==> config.mk <==
export PLATFORM = sky130hd
export DESIGN_NAME = timeout_event_collector_flat
export DESIGN_NICKNAME = d
export VERILOG_FILES = /design/src/rtl/timeout_event_collector_if.sv /design/src/rtl/timeout_event_collector.sv /design/src/flat_wrapper.sv
export SDC_FILE = /design/constraint.sdc
export NUM_CORES = 1
export LEC_CHECK = 0
export CORE_UTILIZATION = 60
export CTS_CLUSTER_SIZE = 30
export DETAILED_ROUTE_END_ITERATION = 10
export PLACE_DENSITY = 0.83
export SYNTH_ARGS = -nofsm -noshare
export SYNTH_HDL_FRONTEND = slang
export SYNTH_SLANG_ARGS = --single-unit
==> constraint.sdc <==
create_clock -name clk -period 13.66 [get_ports clk]
set_clock_uncertainty 0.1 [all_clocks]
set_input_delay 1.366 -clock clk [delete_from_list [all_inputs] [get_ports clk]]
set_output_delay 1.366 -clock clk [all_outputs]
set_load 0.005 [all_outputs]
==> src/rtl/timeout_event_collector_if.sv <==
// Event handshake between the timeout collector (master) and its single consumer (slave).
interface timeout_event_collector_if #(
  parameter int unsigned IDX_W = 3
);
  logic             evt_valid;
  logic             evt_ready;
  logic [IDX_W-1:0] evt_idx;

  modport master (output evt_valid, output evt_idx, input  evt_ready);
  modport slave  (input  evt_valid, input  evt_idx, output evt_ready);
endinterface

==> src/rtl/timeout_event_collector.sv <==
// Captures rising edges of per-timer time_out flags, arbitrates them round-robin into a
// small index FIFO drained over a valid/ready handshake, and counts lost events.
module timeout_event_collector #(
  parameter  int unsigned TIMER_NUM  = 5,
  parameter  int unsigned FIFO_DEPTH = 4,
  localparam int unsigned IDX_W      = $clog2(TIMER_NUM),
  localparam int unsigned LVL_W      = $clog2(FIFO_DEPTH) + 1
) (
  input  logic                     clk,
  input  logic                     rst,
  input  logic [TIMER_NUM-1:0]     time_out,
  timeout_event_collector_if.master evt,
  output logic [TIMER_NUM-1:0]     pending,
  output logic [LVL_W-1:0]         fifo_level,
  output logic [7:0]               drop_cnt
);
  localparam int unsigned PTR_W = $clog2(FIFO_DEPTH);

  logic [TIMER_NUM-1:0] prev;
  logic [TIMER_NUM-1:0] rise;
  logic [TIMER_NUM-1:0] gnt_oh;
  logic [TIMER_NUM-1:0] drops;
  logic [IDX_W-1:0]     rr_ptr;
  logic [IDX_W-1:0]     gnt_idx;
  logic                 gnt;
  logic                 pop;
  logic [8:0]           drop_sum;
  logic [IDX_W-1:0]     mem [FIFO_DEPTH];
  logic [PTR_W-1:0]     wr_ptr;
  logic [PTR_W-1:0]     rd_ptr;

  always_comb begin : arb
    int unsigned cand;
    cand    = 0;
    rise    = time_out & ~prev;
    gnt     = 1'b0;
    gnt_idx = '0;
    gnt_oh  = '0;
    // Full check uses the pre-pop level, so a full FIFO never takes a push this cycle.
    if (fifo_level < LVL_W'(FIFO_DEPTH)) begin
      for (int unsigned j = 0; j < TIMER_NUM; j++) begin
        cand = 32'(rr_ptr) + j;
        if (cand >= TIMER_NUM) cand = cand - TIMER_NUM;
        if (!gnt && pending[cand]) begin
          gnt     = 1'b1;
          gnt_idx = IDX_W'(cand);
        end
      end
    end
    if (gnt) gnt_oh[gnt_idx] = 1'b1;
  end

  always_comb begin
    pop      = (fifo_level != '0) & evt.evt_ready;
    drops    = rise & pending & ~gnt_oh;
    drop_sum = {1'b0, drop_cnt};
    for (int unsigned i = 0; i < TIMER_NUM; i++) begin
      drop_sum = drop_sum + 9'(drops[i]);
    end
  end

  assign evt.evt_valid = (fifo_level != '0);
  assign evt.evt_idx   = mem[rd_ptr];

  always_ff @(posedge clk or posedge rst) begin
    if (rst) begin
      prev       <= '0;
      pending    <= '0;
      rr_ptr     <= '0;
      wr_ptr     <= '0;
      rd_ptr     <= '0;
      fifo_level <= '0;
      drop_cnt   <= '0;
      for (int unsigned k = 0; k < FIFO_DEPTH; k++) begin
        mem[k] <= '0;
      end
    end else begin
      prev    <= time_out;
      // A new rise on the granted bit re-arms it: set wins over clear.
      pending <= (pending & ~gnt_oh) | rise;
      if (gnt) begin
        mem[wr_ptr] <= gnt_idx;
        wr_ptr      <= wr_ptr + PTR_W'(1);
        rr_ptr      <= (gnt_idx == IDX_W'(TIMER_NUM - 1)) ? '0 : gnt_idx + IDX_W'(1);
      end
      if (pop) rd_ptr <= rd_ptr + PTR_W'(1);
      case ({gnt, pop})
        2'b10:   fifo_level <= fifo_level + LVL_W'(1);
        2'b01:   fifo_level <= fifo_level - LVL_W'(1);
        default: fifo_level <= fifo_level;
      endcase
      drop_cnt <= (drop_sum > 9'd255) ? 8'hFF : drop_sum[7:0];
    end
  end
endmodule
==> src/flat_wrapper.sv <==
// flat-port wrapper written by rule: the top's interface ports become plain ports
module timeout_event_collector_flat 
#(
  parameter  int unsigned TIMER_NUM  = 5,
  parameter  int unsigned FIFO_DEPTH = 4,
  localparam int unsigned IDX_W      = $clog2(TIMER_NUM),
  localparam int unsigned LVL_W      = $clog2(FIFO_DEPTH) + 1
)
  (clk, rst, time_out, pending, fifo_level, drop_cnt, evt_evt_valid, evt_evt_idx, evt_evt_ready);
  timeout_event_collector_if evt_i ();
  input  logic clk;
  input  logic rst;
  input  logic [TIMER_NUM-1:0] time_out;
  output logic [TIMER_NUM-1:0] pending;
  output logic [LVL_W-1:0] fifo_level;
  output logic [7:0] drop_cnt;
  output wire logic [$bits(evt_i.evt_valid)-1:0] evt_evt_valid;
  output wire logic [$bits(evt_i.evt_idx)-1:0] evt_evt_idx;
  input wire logic [$bits(evt_i.evt_ready)-1:0] evt_evt_ready;
  assign evt_evt_valid = evt_i.evt_valid;
  assign evt_evt_idx = evt_i.evt_idx;
  assign evt_i.evt_ready = evt_evt_ready;
  timeout_event_collector #(.TIMER_NUM(TIMER_NUM), .FIFO_DEPTH(FIFO_DEPTH)) u_core (.clk(clk), .rst(rst), .time_out(time_out), .evt(evt_i), .pending(pending), .fifo_level(fifo_level), .drop_cnt(drop_cnt));
endmodule
Word level (Yosys, flattened, before mapping) --
Index checks and enable logic that the tools add are counted.
Storage, ports and cells: bits in registers 40, bits in latches 0, RAM bits 0, bits in read-only memories 0, input bits 8, output and inout port bits 20, word-level logic and storage cells 120, memories 0
Cells by class: $add $sub $neg 19, multiply operators 0, divide/modulo/power cells 0, magnitude comparators 17, equality and inequality tests 3, shift operators 0, mux-type cells 48, bitwise operators 10, reductions and logical operators 12
Operators with widths (count):
- $mux W32 | 10
- $lt A32 B4 Y1 const B | 5
- $ge A32 B3 Y1 const B | 4
- $sub A32 B3 Y32 const B | 4
- $add A9 B1 Y9 | 4
- $mux W3 | 10
- $and A5 B5 Y5 | 4
- $mux W1 | 16
- $bmux W1 S3 | 5
- $bwmux W12 | 1
- $not A5 Y5 | 2
- $add A8 B1 Y9 | 1
- $ge A3 B3 Y1 const B | 3
- $gt A9 B8 Y1 const B | 1
- $add A3 B2 Y4 const B | 2
- $mux W8 | 1
- $add A3 B1 Y3 const B | 2
- $bmux W3 S2 | 1
- $demux W3 S2 | 1
- $logic_and A1 B1 Y1 | 6
- $not A2 Y3 | 2
- $pmux W3 S2 | 1
- $mux W5 | 1
- $or A5 B5 Y5 | 1
- 17 further kinds | 21

Depth between registers and ports, before layout --
Gate-level depths: netlist of the first run.
depth in word-level cells 37, gate-level depth with buffers 23

Least setup slack after synthesis of the first run --
OpenSTA, ideal clock, no wires.
path kind register to register, start reg u_core.rr_ptr[1], end reg u_core.drop_cnt[5], setup time 133 ps, arrival time 5896 ps, setup slack 7531 ps, stages on the path, launching flop included 23, path buffers 2, cell sequence dfrtp_1 > clkbuf_1 > inv_1 > ha_1 > ha_1 > clkbuf_1 > a31o_2 > a221oi_1 > o22a_1 > a21oi_1 > a211o_1 > a211oi_2 > nor3b_1 > or4_1 > fa_1 > inv_1 > fa_1 > ha_1 > fa_1 > a21oi_1 > nor2_1 > nand3_1 > nand3_1
On the way: word-level cells in the longest chain between the ends 37, elaborated cells between the ends (all ways) 73
Ends and longest elaborated chain:
- start: declaration | line timeout_event_collector.sv:23 | logic [IDX_W-1:0] rr_ptr;
- start signal: assignment | line timeout_event_collector.sv:84 | rr_ptr <= (gnt_idx == IDX_W'(TIMER_NUM - 1)) ? '0 : gnt_idx + IDX_W'(1);
- parallel branches: the longest is 27 deep, another holds $sub A32 B3 Y32
- $mux W5 (*) | line timeout_event_collector.sv:50 | if (gnt) gnt_oh[gnt_idx] = 1'b1;
- $not A5 Y5 (*) | line timeout_event_collector.sv:55 | drops = rise & pending & ~gnt_oh;
- $and A5 B5 Y5 (*) | line timeout_event_collector.sv:55
- $add A8 B1 Y9 | line timeout_event_collector.sv:58 | drop_sum = drop_sum + 9'(drops[i]);
- $add A9 B1 Y9 (3 in a row) | line timeout_event_collector.sv:58
- $add A9 B1 Y9 (*) | line timeout_event_collector.sv:58
- $gt A9 B8 Y1 | line timeout_event_collector.sv:92 | drop_cnt <= (drop_sum > 9'd255) ? 8'hFF : drop_sum[7:0];
- $mux W8 (*) | line timeout_event_collector.sv:92
- end signal: assignment | line timeout_event_collector.sv:92
- end: declaration | line timeout_event_collector.sv:15 | output logic [7:0] drop_cnt
Every way passes the cells marked *. The select of a mux whose other input is x is not followed. A chain may end at the register's enable or synchronous reset.

Final worst setup path of the first run --
start reg u_core.rr_ptr[0], end reg u_core.drop_cnt[5]
Same word-level chain as after synthesis.

==> results of run 1 <==
-- sequential cells by signal (all words and copies together) (netlist names) --
name and flops:
u_core.drop_cnt 8, u_core.fifo_level 3, u_core.mem 12, u_core.pending 5, u_core.prev 5, u_core.rd_ptr 2, u_core.rr_ptr 3, u_core.wr_ptr 2
-- routing by layer --
| metal | GRT usage | routed length (um) | up-vias |
|---|---|---|---|
| met5 | 0 | 0 | - |
| met4 | 0.132 | 110 | 0 |
| met3 | 0.0576 | 305 | 12 |
| met2 | 0.492 | 3440 | 71 |
| met1 | 0.348 | 3010 | 1200 |
| li1 | - | - | 1178 |
-- worst reg2reg max path, stage by stage, from the launching register on --
cell and delay [ns]:
sky130_fd_sc_hd__dfrtp_1 0.90, sky130_fd_sc_hd__inv_2 0.21, sky130_fd_sc_hd__ha_1 0.34, sky130_fd_sc_hd__ha_1 0.42
sky130_fd_sc_hd__a31o_2 0.34, sky130_fd_sc_hd__a221oi_1 0.40, sky130_fd_sc_hd__o22a_1 0.25, sky130_fd_sc_hd__a21oi_1 0.10
sky130_fd_sc_hd__a211o_1 0.33, sky130_fd_sc_hd__a211oi_2 0.48, sky130_fd_sc_hd__nor3b_1 0.14, sky130_fd_sc_hd__or4_1 0.47
sky130_fd_sc_hd__fa_1 0.55, sky130_fd_sc_hd__inv_1 0.05, sky130_fd_sc_hd__fa_1 0.46, sky130_fd_sc_hd__ha_1 0.25
sky130_fd_sc_hd__fa_1 0.41, sky130_fd_sc_hd__a21oi_1 0.32, sky130_fd_sc_hd__nor2_1 0.12, sky130_fd_sc_hd__nand3_1 0.24
sky130_fd_sc_hd__nand3_1 0.13
-- worst paths after layout --
kind                                                   start                            to
worst min-delay path                u_core.prev[0]$_DFF_PP0_   u_core.pending[0]$_DFF_PP0_
min in group asynchronous                                rst      u_core.prev[3]$_DFF_PP0_
max in group asynchronous                                rst  u_core.drop_cnt[6]$_DFF_PP0_
worst max-delay path            u_core.rr_ptr[0]$_DFFE_PP0P_  u_core.drop_cnt[5]$_DFF_PP0_
worst max register to register  u_core.rr_ptr[0]$_DFFE_PP0P_  u_core.drop_cnt[5]$_DFF_PP0_
worst min register to register      u_core.prev[0]$_DFF_PP0_   u_core.pending[0]$_DFF_PP0_
-- Yosys cell counts (all sizes together) (5+ instances only) --
cell     n  area, um2
nand2   22       82.6
buf      5       33.8
xnor2   10       87.6
ha      20        250
nand3    8       40.0
clkbuf   6       22.5
nor2    19       71.3
o21a     5       37.5
fa       5        100
mux4     6        135
a211oi   6       55.1
o21ai   12       60.1
and2     6       37.5
dfrtp   40       1000
mux2    13        146
a21oi   13       65.1
inv     27        101
nor3     6       30.0
nand2b  11       68.8
-- through the flow --
| stage | hold slack (ns) | cells | area (um2) |
|---|---|---|---|
| after CTS | 0.381 | 404 | 3460 |
| after floorplan | 0.326 | 312 | 3070 |
| after global placement | 0.343 | 396 | 3370 |
| after detailed placement | 0.363 | 396 | 3370 |
| final | 0.400 | 404 | 3460 |
| after global routing | 0.381 | 404 | 3460 |
-- cells by family after synthesis --
| family | count (synthesis) | synth area share |
|---|---|---|
| xor gates and xnor gates | 13 | 0.0371 |
| and+or+nand+nor | 98 | 0.182 |
| adders and majority gates | 25 | 0.114 |
| DFF | 40 | 0.326 |
| muxes | 22 | 0.102 |
| AOI/OAI and AO/OA | 76 | 0.188 |
| buffers and inverters | 38 | 0.0514 |
-- area by class of cell --
type | count | area (um2) | share of cell area
Clock inverter | 3 | 18.8 | 0.00542
Inverter | 27 | 101 | 0.0293
Clock buffer | 5 | 68.8 | 0.0199
Tap cell | 67 | 83.8 | 0.0242
Timing Repair Buffer | 28 | 278 | 0.0802
Sequential cell | 40 | 1000 | 0.289
Multi-Input combinational cell | 234 | 1910 | 0.552
-- cells in the final DEF (no fill, tap or decap), types with 8 or more instances in the layout --
cell / instances
sky130_fd_sc_hd__inv_1: 25
sky130_fd_sc_hd__nand2_1: 22
sky130_fd_sc_hd__nand3_1: 8
sky130_fd_sc_hd__a21oi_1: 13
sky130_fd_sc_hd__xnor2_1: 10
sky130_fd_sc_hd__nand2b_1: 11
sky130_fd_sc_hd__clkdlybuf4s50_1: 27
sky130_fd_sc_hd__mux2_2: 13
sky130_fd_sc_hd__o21ai_0: 10
sky130_fd_sc_hd__nor2_1: 19
sky130_fd_sc_hd__ha_1: 20
sky130_fd_sc_hd__dfrtp_1: 40
==> impl_metrics.csv, run 1 <==
group,metric,value,unit
global_routing,grt_start_max_net_pins,41,
worst_setup_path,timing.critical_path.to_type,"flop",
min_path,holdCritPathClass,"flop to flop",
clocking,postCtsHoldBufs,0,
place,gpl.final_weighted_congestion,0.852,
clocking,cts_tree,"built",
run_status,result_of_the_run,"finished clean",
yosys,synth_warnings,0,
place,placement.io_buffers,27,
yosys,synthArstFlopShare,1.00,
sta,tightestPinTransition,0.821,ns
drt,drcViolationCount,0,
global_routing,grt_pass1_wl,11700,um
worst_setup_path,cp_slowest_cell,"sky130_fd_sc_hd__dfrtp_1",
sta,rsz0062_at_grt,"false",
worst_setup_path,ff2ff_path_depth,20,
floorplan,initial_utilization,0.637,
sta,timing.max_slew.rel_slack,0.438,
finish,filler_cell_count,368,
clocking,post_cts.resized_instances,0,
sta,worst_slack,6.53,ns
clocking,clk_root_buffer_cell,"sky130_fd_sc_hd__clkbuf_8",
finish,post_layout_net_count,369,
sta,setup_viol,0,
clocking,clock_insertion_delay_worst_skew,0.30,ns
place,place.detailed.hpwl,5130,um
worst_setup_path,critPathKind,"flop to flop",
drt,detailedRoute.firstIterationViolations,137,
sta,finalMaxSlewViolations,0,
sta,final_min_period_over_clock_period,0.522,
drt,firstDrtPassIters,4,
clocking,postCtsSetupRepairBufs,0,
worst_setup_path,count_of_cell_instances_traversed_by_the_critical_path,20,
yosys,synthesis.area,0.00307,mm2
drt,routed-via-count,2461,
drt,wirelength,6860,um
global_routing,globalRoute.totalOverflow,0,
clocking,clock_sink_count,40,
worst_setup_path,cp_data_required_time,13.72,ns
finish,antennaDiodeCount,0,
place,detailedPlace.worstSlack,6.60,ns
worst_setup_path,timing.critical_path.slowest_cell_delay,0.90,ns
drt,post_drt_wl_per_cell,17.0,um
finish,drive_gt1_frac,0.128,
floorplan,row_count,25,
drt,drt.antenna.violating_nets,0,
global_routing,antenna_found_initial,0,
sta,final.setup.tns,0,ns
sta,period_needed,7.13,ns
yosys,avgSynthCellArea,9.84,um2
floorplan,chipHeight,73.5,um
global_routing,first_global_vias,2567,
yosys,number_of_library_cell_types_mapped_by_synthesis,67,
clocking,clk_pin_slew,0.08,ns
yosys,yosys_most_used_dff,"sky130_fd_sc_hd__dfrtp_1",
worst_setup_path,crit_chain,"inv_2 > ha_1 > ha_1 > a31o_2 > a221oi_1 > o22a_1 > a21oi_1 > a211o_1 > a211oi_2 > nor3b_1 > or4_1 > fa_1 > inv_1 > fa_1 > ha_1 > fa_1 > a21oi_1 > nor2_1 > nand3_1 > nand3_1",
clocking,cts_inserted_buffers,5,
finish,final_core_utilization,0.719,
yosys,count_of_flip_flops_with_a_built_in_enable_after_synthesis,0,
job,max_cap_violations,0,
worst_setup_path,crit_buf_inv,2,
worst_setup_path,cp.arrival,7.18,ns
worst_setup_path,reg2reg_slack,6.53,ns
yosys,postSynthCellCount,312,
yosys,postSynthNetCount,345,
global_routing,track_usage,0.287,
yosys,postSynthRegisterBits,40,
worst_setup_path,max_fo_critical_path,24,
sta,maximum_achievable_frequency,140,MHz
floorplan,die_x,73.5,um
min_path,worstHoldPathCells,1,
yosys,yosysSeqAreaShare,0.326,
drt,drt-vias-per-instance,6.09,
clocking,cts.path.max_buffers,2,
floorplan,area_of_the_die,0.00541,mm2
floorplan,ios,28,
worst_setup_path,startpoint_type,"flop",
clocking,cts_max_level,2,
floorplan,design.core.area,0.00482,mm2
finish,area_delta_synth_final,12.8,%
worst_setup_path,timing.critical_path.max_delay_family,"adder cells",
sta,hold_violations,0,
Power of run 1 is left out: the tool's default activity adds up to more than one toggle a clock period on the data nets, which glitch-free logic cannot reach.
==> run 2: changes to the inputs <==
--- a/config.mk
+++ b/config.mk
@@ -5,10 +5,10 @@
 export SDC_FILE = /design/constraint.sdc
 export NUM_CORES = 1
 export LEC_CHECK = 0
-export CORE_UTILIZATION = 60
+export CORE_UTILIZATION = 53
 export CTS_CLUSTER_SIZE = 30
 export DETAILED_ROUTE_END_ITERATION = 10
-export PLACE_DENSITY = 0.83
+export PLACE_DENSITY = 0.77
 export SYNTH_ARGS = -nofsm -noshare
 export SYNTH_HDL_FRONTEND = slang
 export SYNTH_SLANG_ARGS = --single-unit
==> constraint.sdc (replaced) <==
create_clock -name clk -period 5.91 [get_ports clk]
set_clock_uncertainty 0.1 [all_clocks]
set_input_delay 0.591 -clock clk [delete_from_list [all_inputs] [get_ports clk]]
set_output_delay 0.591 -clock clk [all_outputs]
set_load 0.005 [all_outputs]
==> impl_metrics.csv, run 2 (synthesis gave the netlist of run 1 again) <==
group,metric,value,unit
worst_setup_path,cp.arrival,5.91,ns
global_routing,globalRoute.totalOverflow,0,
clocking,clk_root_buffer_cell,"sky130_fd_sc_hd__clkbuf_8",
worst_setup_path,crit_buf_inv,3,
global_routing,grt_pass1_wl,12200,um
clocking,cts.path.max_buffers,2,
worst_setup_path,timing.critical_path.to_type,"flop",
finish,antennaDiodeCount,0,
worst_setup_path,reg2reg_slack,0.09,ns
floorplan,ios,28,
global_routing,met3_usage,0.0395,
sta,worst_slack,0.0853,ns
place,total_placed_cells_including_tap_cells,425,
global_routing,antenna_found_initial,0,
sta,setup_viol,0,
global_routing,track_usage,0.257,
floorplan,die_x,78.1,um
finish,most_common_library_cell_in_the_layout_ignoring_fill_and_taps,"sky130_fd_sc_hd__dfrtp_1",
global_routing,grt_util_met1,0.332,
run_status,result_of_the_run,"finished clean",
clocking,postCtsHoldBufs,0,
worst_setup_path,cp_slowest_cell,"sky130_fd_sc_hd__fa_1",
place,gpl.final_weighted_congestion,0.928,
clocking,cts_inserted_buffers,5,
drt,drcViolationCount,0,
worst_setup_path,critPathKind,"flop to flop",
global_routing,gr-usage-met2,0.428,
place,detailedPlace.worstSlack,-0.0986,ns
finish,post_layout_net_count,404,
job,max_cap_violations,0,
worst_setup_path,timing.critical_path.max_delay_family,"adder cells",
place,placement.io_buffers,27,
worst_setup_path,timing.critical_path.slowest_cell_delay,0.54,ns
drt,routed-via-count,2674,
floorplan,row_count,27,
worst_setup_path,cp_data_required_time,5.99,ns
floorplan,area_of_the_die,0.00610,mm2
place,place.detailed.hpwl,5620,um
sta,final_min_period_over_clock_period,0.986,
global_routing,first_global_vias,2563,
floorplan,initial_utilization,0.554,
drt,firstDrtPassIters,5,
worst_setup_path,max_fo_critical_path,8,
clocking,cts_tree,"built",
finish,finish.cell_count_without_fillers,444,
sta,maximum_achievable_frequency,172,MHz
finish,largest_reg_flops,12,
global_routing,global_route.peak_usage_layer,"met2",
floorplan,design.core.area,0.00554,mm2
sta,tightestPinTransition,0.490,ns
worst_setup_path,startpoint_type,"flop",
sta,timing.max_slew.rel_slack,0.665,
drt,wirelength,7840,um
sta,hold_violations,0,
finish,reg.largest.list,"u_core.mem: 12 flops, u_core.drop_cnt: 8 flops",
finish,max_flop_register,"u_core.mem",
finish,area_delta_synth_final,32.2,%
sta,period_needed,5.82,ns
drt,drt.antenna.violating_nets,0,
clocking,clock_insertion_delay_worst_skew,0.30,ns
sta,finalMaxSlewViolations,0,
finish,drive_gt1_frac,0.325,
floorplan,chipHeight,78.1,um
clocking,clk_pin_slew,0.08,ns
sta,rsz0062_at_grt,"true",
worst_setup_path,crit_chain,"inv_4 > ha_4 > inv_2 > fa_2 > o211a_1 > o2111ai_2 > o211ai_1 > a21o_1 > or3_4 > o22a_4 > nor3b_4 > or4_4 > fa_1 > inv_2 > fa_1 > ha_2 > fa_2 > a21oi_4 > nor2b_2 > xnor2_1 > nand2_1",
drt,drt-vias-per-instance,6.02,
clocking,cts_max_level,2,
min_path,holdCritPathClass,"flop to flop",
clocking,clock_sink_count,40,
global_routing,grt_start_max_net_pins,41,
drt,detailedRoute.firstIterationViolations,189,
finish,layout_common_cells,"37 x sky130_fd_sc_hd__dfrtp_1, 32 x sky130_fd_sc_hd__buf_4, 27 x sky130_fd_sc_hd__clkdlybuf4s50_1",
drt,post_drt_wl_per_cell,17.7,um
run 2: layout make-up:
cell class / count / area (um2)
multi-input combinational: 234 / 2190
sequential: 40 / 1000
clock inverter: 3 / 42.5
clock buffer: 5 / 68.8
tap: 72 / 90.1
fill: 402 / 1480
timing repair buffer: 63 / 556
inverter: 27 / 104
run 2: what timing repair did:
action,CTS,global route
pin swaps,0,23
setup buffers,1,11
setup endpoints to repair,6,8
resized for setup,5,47
run 2: final timing paths:
check	start	endpoint	depth (start not counted)
setup / recovery	u_core.rr_ptr[0]$_DFFE_PP0P_	u_core.drop_cnt[4]$_DFF_PP0_	21
hold / removal	u_core.prev[0]$_DFF_PP0_	u_core.pending[0]$_DFF_PP0_	1
setup reg to reg	u_core.rr_ptr[0]$_DFFE_PP0P_	u_core.drop_cnt[4]$_DFF_PP0_	21
hold reg to reg	u_core.prev[0]$_DFF_PP0_	u_core.pending[0]$_DFF_PP0_	1
max in group asynchronous	rst	u_core.rr_ptr[1]$_DFFE_PP0P_	3
min in group asynchronous	rst	u_core.fifo_level[0]$_DFFE_PP0P_	3
run 2: routing by layer:
metal  vias up  wire length (um)
met4         0               292
met2       125              3800
li1       1244                 -
met5         -                 0
met3        29               447
met1      1276              3300
run 2: stage by stage:
stage | utilization | cell area (um2) | hold slack (ns) | setup TNS (ns)
final | 0.732 | 4060 | 0.388 | 0
after global routing | 0.732 | 4060 | 0.414 | -0.759
after detailed placement | 0.652 | 3610 | 0.352 | -0.392
after CTS | 0.675 | 3740 | 0.373 | 0
after floorplan | - | 3130 | 0.326 | 0
after global placement | 0.652 | 3610 | 0.364 | 0
Power of run 2 is left out for the same reason.
==> run 3: changes to the inputs <==
--- a/config.mk
+++ b/config.mk
@@ -5,6 +5,7 @@
 export SDC_FILE = /design/constraint.sdc
 export NUM_CORES = 1
 export LEC_CHECK = 0
+export CORE_MARGIN = 2
 export CORE_UTILIZATION = 53
 export CTS_CLUSTER_SIZE = 30
 export DETAILED_ROUTE_END_ITERATION = 10
==> impl_metrics.csv, run 3 (synthesis gave the netlist of run 1 again) <==
group,metric,value,unit
sta,maximum_achievable_frequency,177,MHz
finish,area_taken_by_flip_flops_and_latches,0.00100,mm2
job,max_cap_violations,0,
place,dpl_cell_area,0.00359,mm2
clocking,clk_pin_slew,0.08,ns
finish,most_common_library_cell_in_the_layout_ignoring_fill_and_taps,"sky130_fd_sc_hd__dfrtp_1",
worst_setup_path,crit_chain,"inv_2 > ha_1 > inv_1 > fa_2 > clkbuf_2 > o21ai_0 > o21a_1 > o211ai_1 > a21o_1 > or3_4 > o22a_4 > nor3b_1 > or4_4 > fa_1 > inv_1 > fa_1 > ha_1 > fa_2 > a21oi_4 > nor2_1 > nand3_2 > nand3_1",
finish,area_delta_synth_final,21.9,%
floorplan,die_x,80.1,um
sta,final_min_period_over_clock_period,0.958,
sta,period_needed,5.66,ns
finish,post_layout_net_count,392,
global_routing,first_global_vias,2541,
global_routing,globalRoute.totalOverflow,0,
floorplan,design.core.area,0.00554,mm2
global_routing,grt_start_max_net_pins,41,
sta,setup_viol,0,
sta,timing.max_slew.rel_slack,0.668,
clocking,cts_tree,"built",
global_routing,track_usage,0.235,
worst_setup_path,cp.arrival,5.74,ns
drt,wirelength,7130,um
worst_setup_path,critPathKind,"flop to flop",
drt,drt-vias-per-instance,5.87,
sta,tightestPinTransition,0.498,ns
clocking,clock_sink_count,40,
finish,design_area,0.00374,mm2
finish,antennaDiodeCount,0,
floorplan,chipHeight,80.1,um
finish,filler_cell_count,439,
finish,final_core_utilization,0.675,
global_routing,antenna_found_initial,0,
finish,area_taken_by_multi_input_logic_gates,0.00201,mm2
place,detailedPlace.worstSlack,-0.0205,ns
run_status,result_of_the_run,"finished clean",
worst_setup_path,cp_slowest_cell,"sky130_fd_sc_hd__fa_1",
worst_setup_path,timing.critical_path.to_type,"flop",
min_path,holdCritPathClass,"flop to flop",
place,place.detailed.hpwl,5340,um
floorplan,ios,28,
sta,final.setup.tns,0,ns
floorplan,area_of_the_die,0.00642,mm2
clocking,postCtsHoldBufs,0,
drt,drcViolationCount,0,
finish,largest_reg_flops,12,
sta,finalMaxSlewViolations,0,
place,gpl.final_weighted_congestion,0.935,
sta,worst_slack,0.249,ns
clocking,cts_inserted_buffers,5,
finish,reg.largest.list,"u_core.mem: 12 flops, u_core.drop_cnt: 8 flops",
finish,drive_gt1_frac,0.228,
clocking,clk_root_buffer_cell,"sky130_fd_sc_hd__clkbuf_8",
sta,hold_violations,0,
finish,layout_common_cells,"38 x sky130_fd_sc_hd__dfrtp_1, 27 x sky130_fd_sc_hd__clkdlybuf4s50_1, 25 x sky130_fd_sc_hd__inv_1",
place,placement.io_buffers,27,
drt,detailedRoute.firstIterationViolations,162,
drt,post_drt_wl_per_cell,16.5,um
floorplan,row_count,27,
drt,firstDrtPassIters,4,
floorplan,initial_utilization,0.554,
clocking,cts_max_level,2,
worst_setup_path,max_fo_critical_path,7,
global_routing,grt_pass1_wl,11700,um
finish,max_flop_register,"u_core.mem",
worst_setup_path,timing.critical_path.slowest_cell_delay,0.56,ns
drt,routed-via-count,2534,
clocking,clock_insertion_delay_worst_skew,0.29,ns
clocking,cts.path.max_buffers,2,
worst_setup_path,startpoint_type,"flop",
drt,drt.antenna.violating_nets,0,
worst_setup_path,cp_data_required_time,5.98,ns
-- run 3: critical path: cells and delay by family (launching register included) --
family                     cells  cell delay (ns)
and+or+nand+nor                6             1.26
AOI/OAI and AO/OA              6             1.14
buffers and inverters          4             0.37
DFF                            1             0.42
adders and majority gates      6             2.25
-- run 3: through the flow --
| step | hold WS (ns) | instances |
|---|---|---|
| after floorplan | 0.326 | 312 |
| after global placement | 0.367 | 422 |
| after detailed placement | 0.359 | 422 |
| after CTS | 0.370 | 430 |
| after global routing | 0.406 | 432 |
| final | 0.380 | 432 |
-- run 3: worst paths after layout --
kind                                              start                           end  slack (ns)  cells past startpoint
setup / recovery           u_core.rr_ptr[0]$_DFFE_PP0P_  u_core.drop_cnt[5]$_DFF_PP0_        0.25                     22
hold / removal                 u_core.prev[0]$_DFF_PP0_   u_core.pending[0]$_DFF_PP0_        0.38                      1
setup reg to reg           u_core.rr_ptr[0]$_DFFE_PP0P_  u_core.drop_cnt[5]$_DFF_PP0_        0.25                     22
hold reg to reg                u_core.prev[0]$_DFF_PP0_   u_core.pending[0]$_DFF_PP0_        0.38                      1
max in group asynchronous                           rst  u_core.rr_ptr[0]$_DFFE_PP0P_        4.72                      3
min in group asynchronous                           rst  u_core.drop_cnt[7]$_DFF_PP0_        0.62                      3
-- run 3: timing repair --
item	CTS	global route
pin swaps	0	2
setup buffers	0	2
gates resized for setup	2	11
cloned	0	0
setup endpoints to repair	5	8
-- run 3: routing by layer --
layer	up-vias	track usage	part of all wire
li1	1220	-	-
met2	67	0.409	0.51
met5	-	0	0
met4	0	0.0966	0.024
met3	15	0.0427	0.038
met1	1232	0.286	0.43
-- run 3: cell type report --
type                       count  area share
timing repair buffer          51       0.121
inverter                      27      0.0271
sequential                    40       0.268
multi-input combinational    234       0.536
tap                           72      0.0241
clock buffer                   5      0.0184
clock inverter                 3     0.00502
Power of run 3 is left out for the same reason.
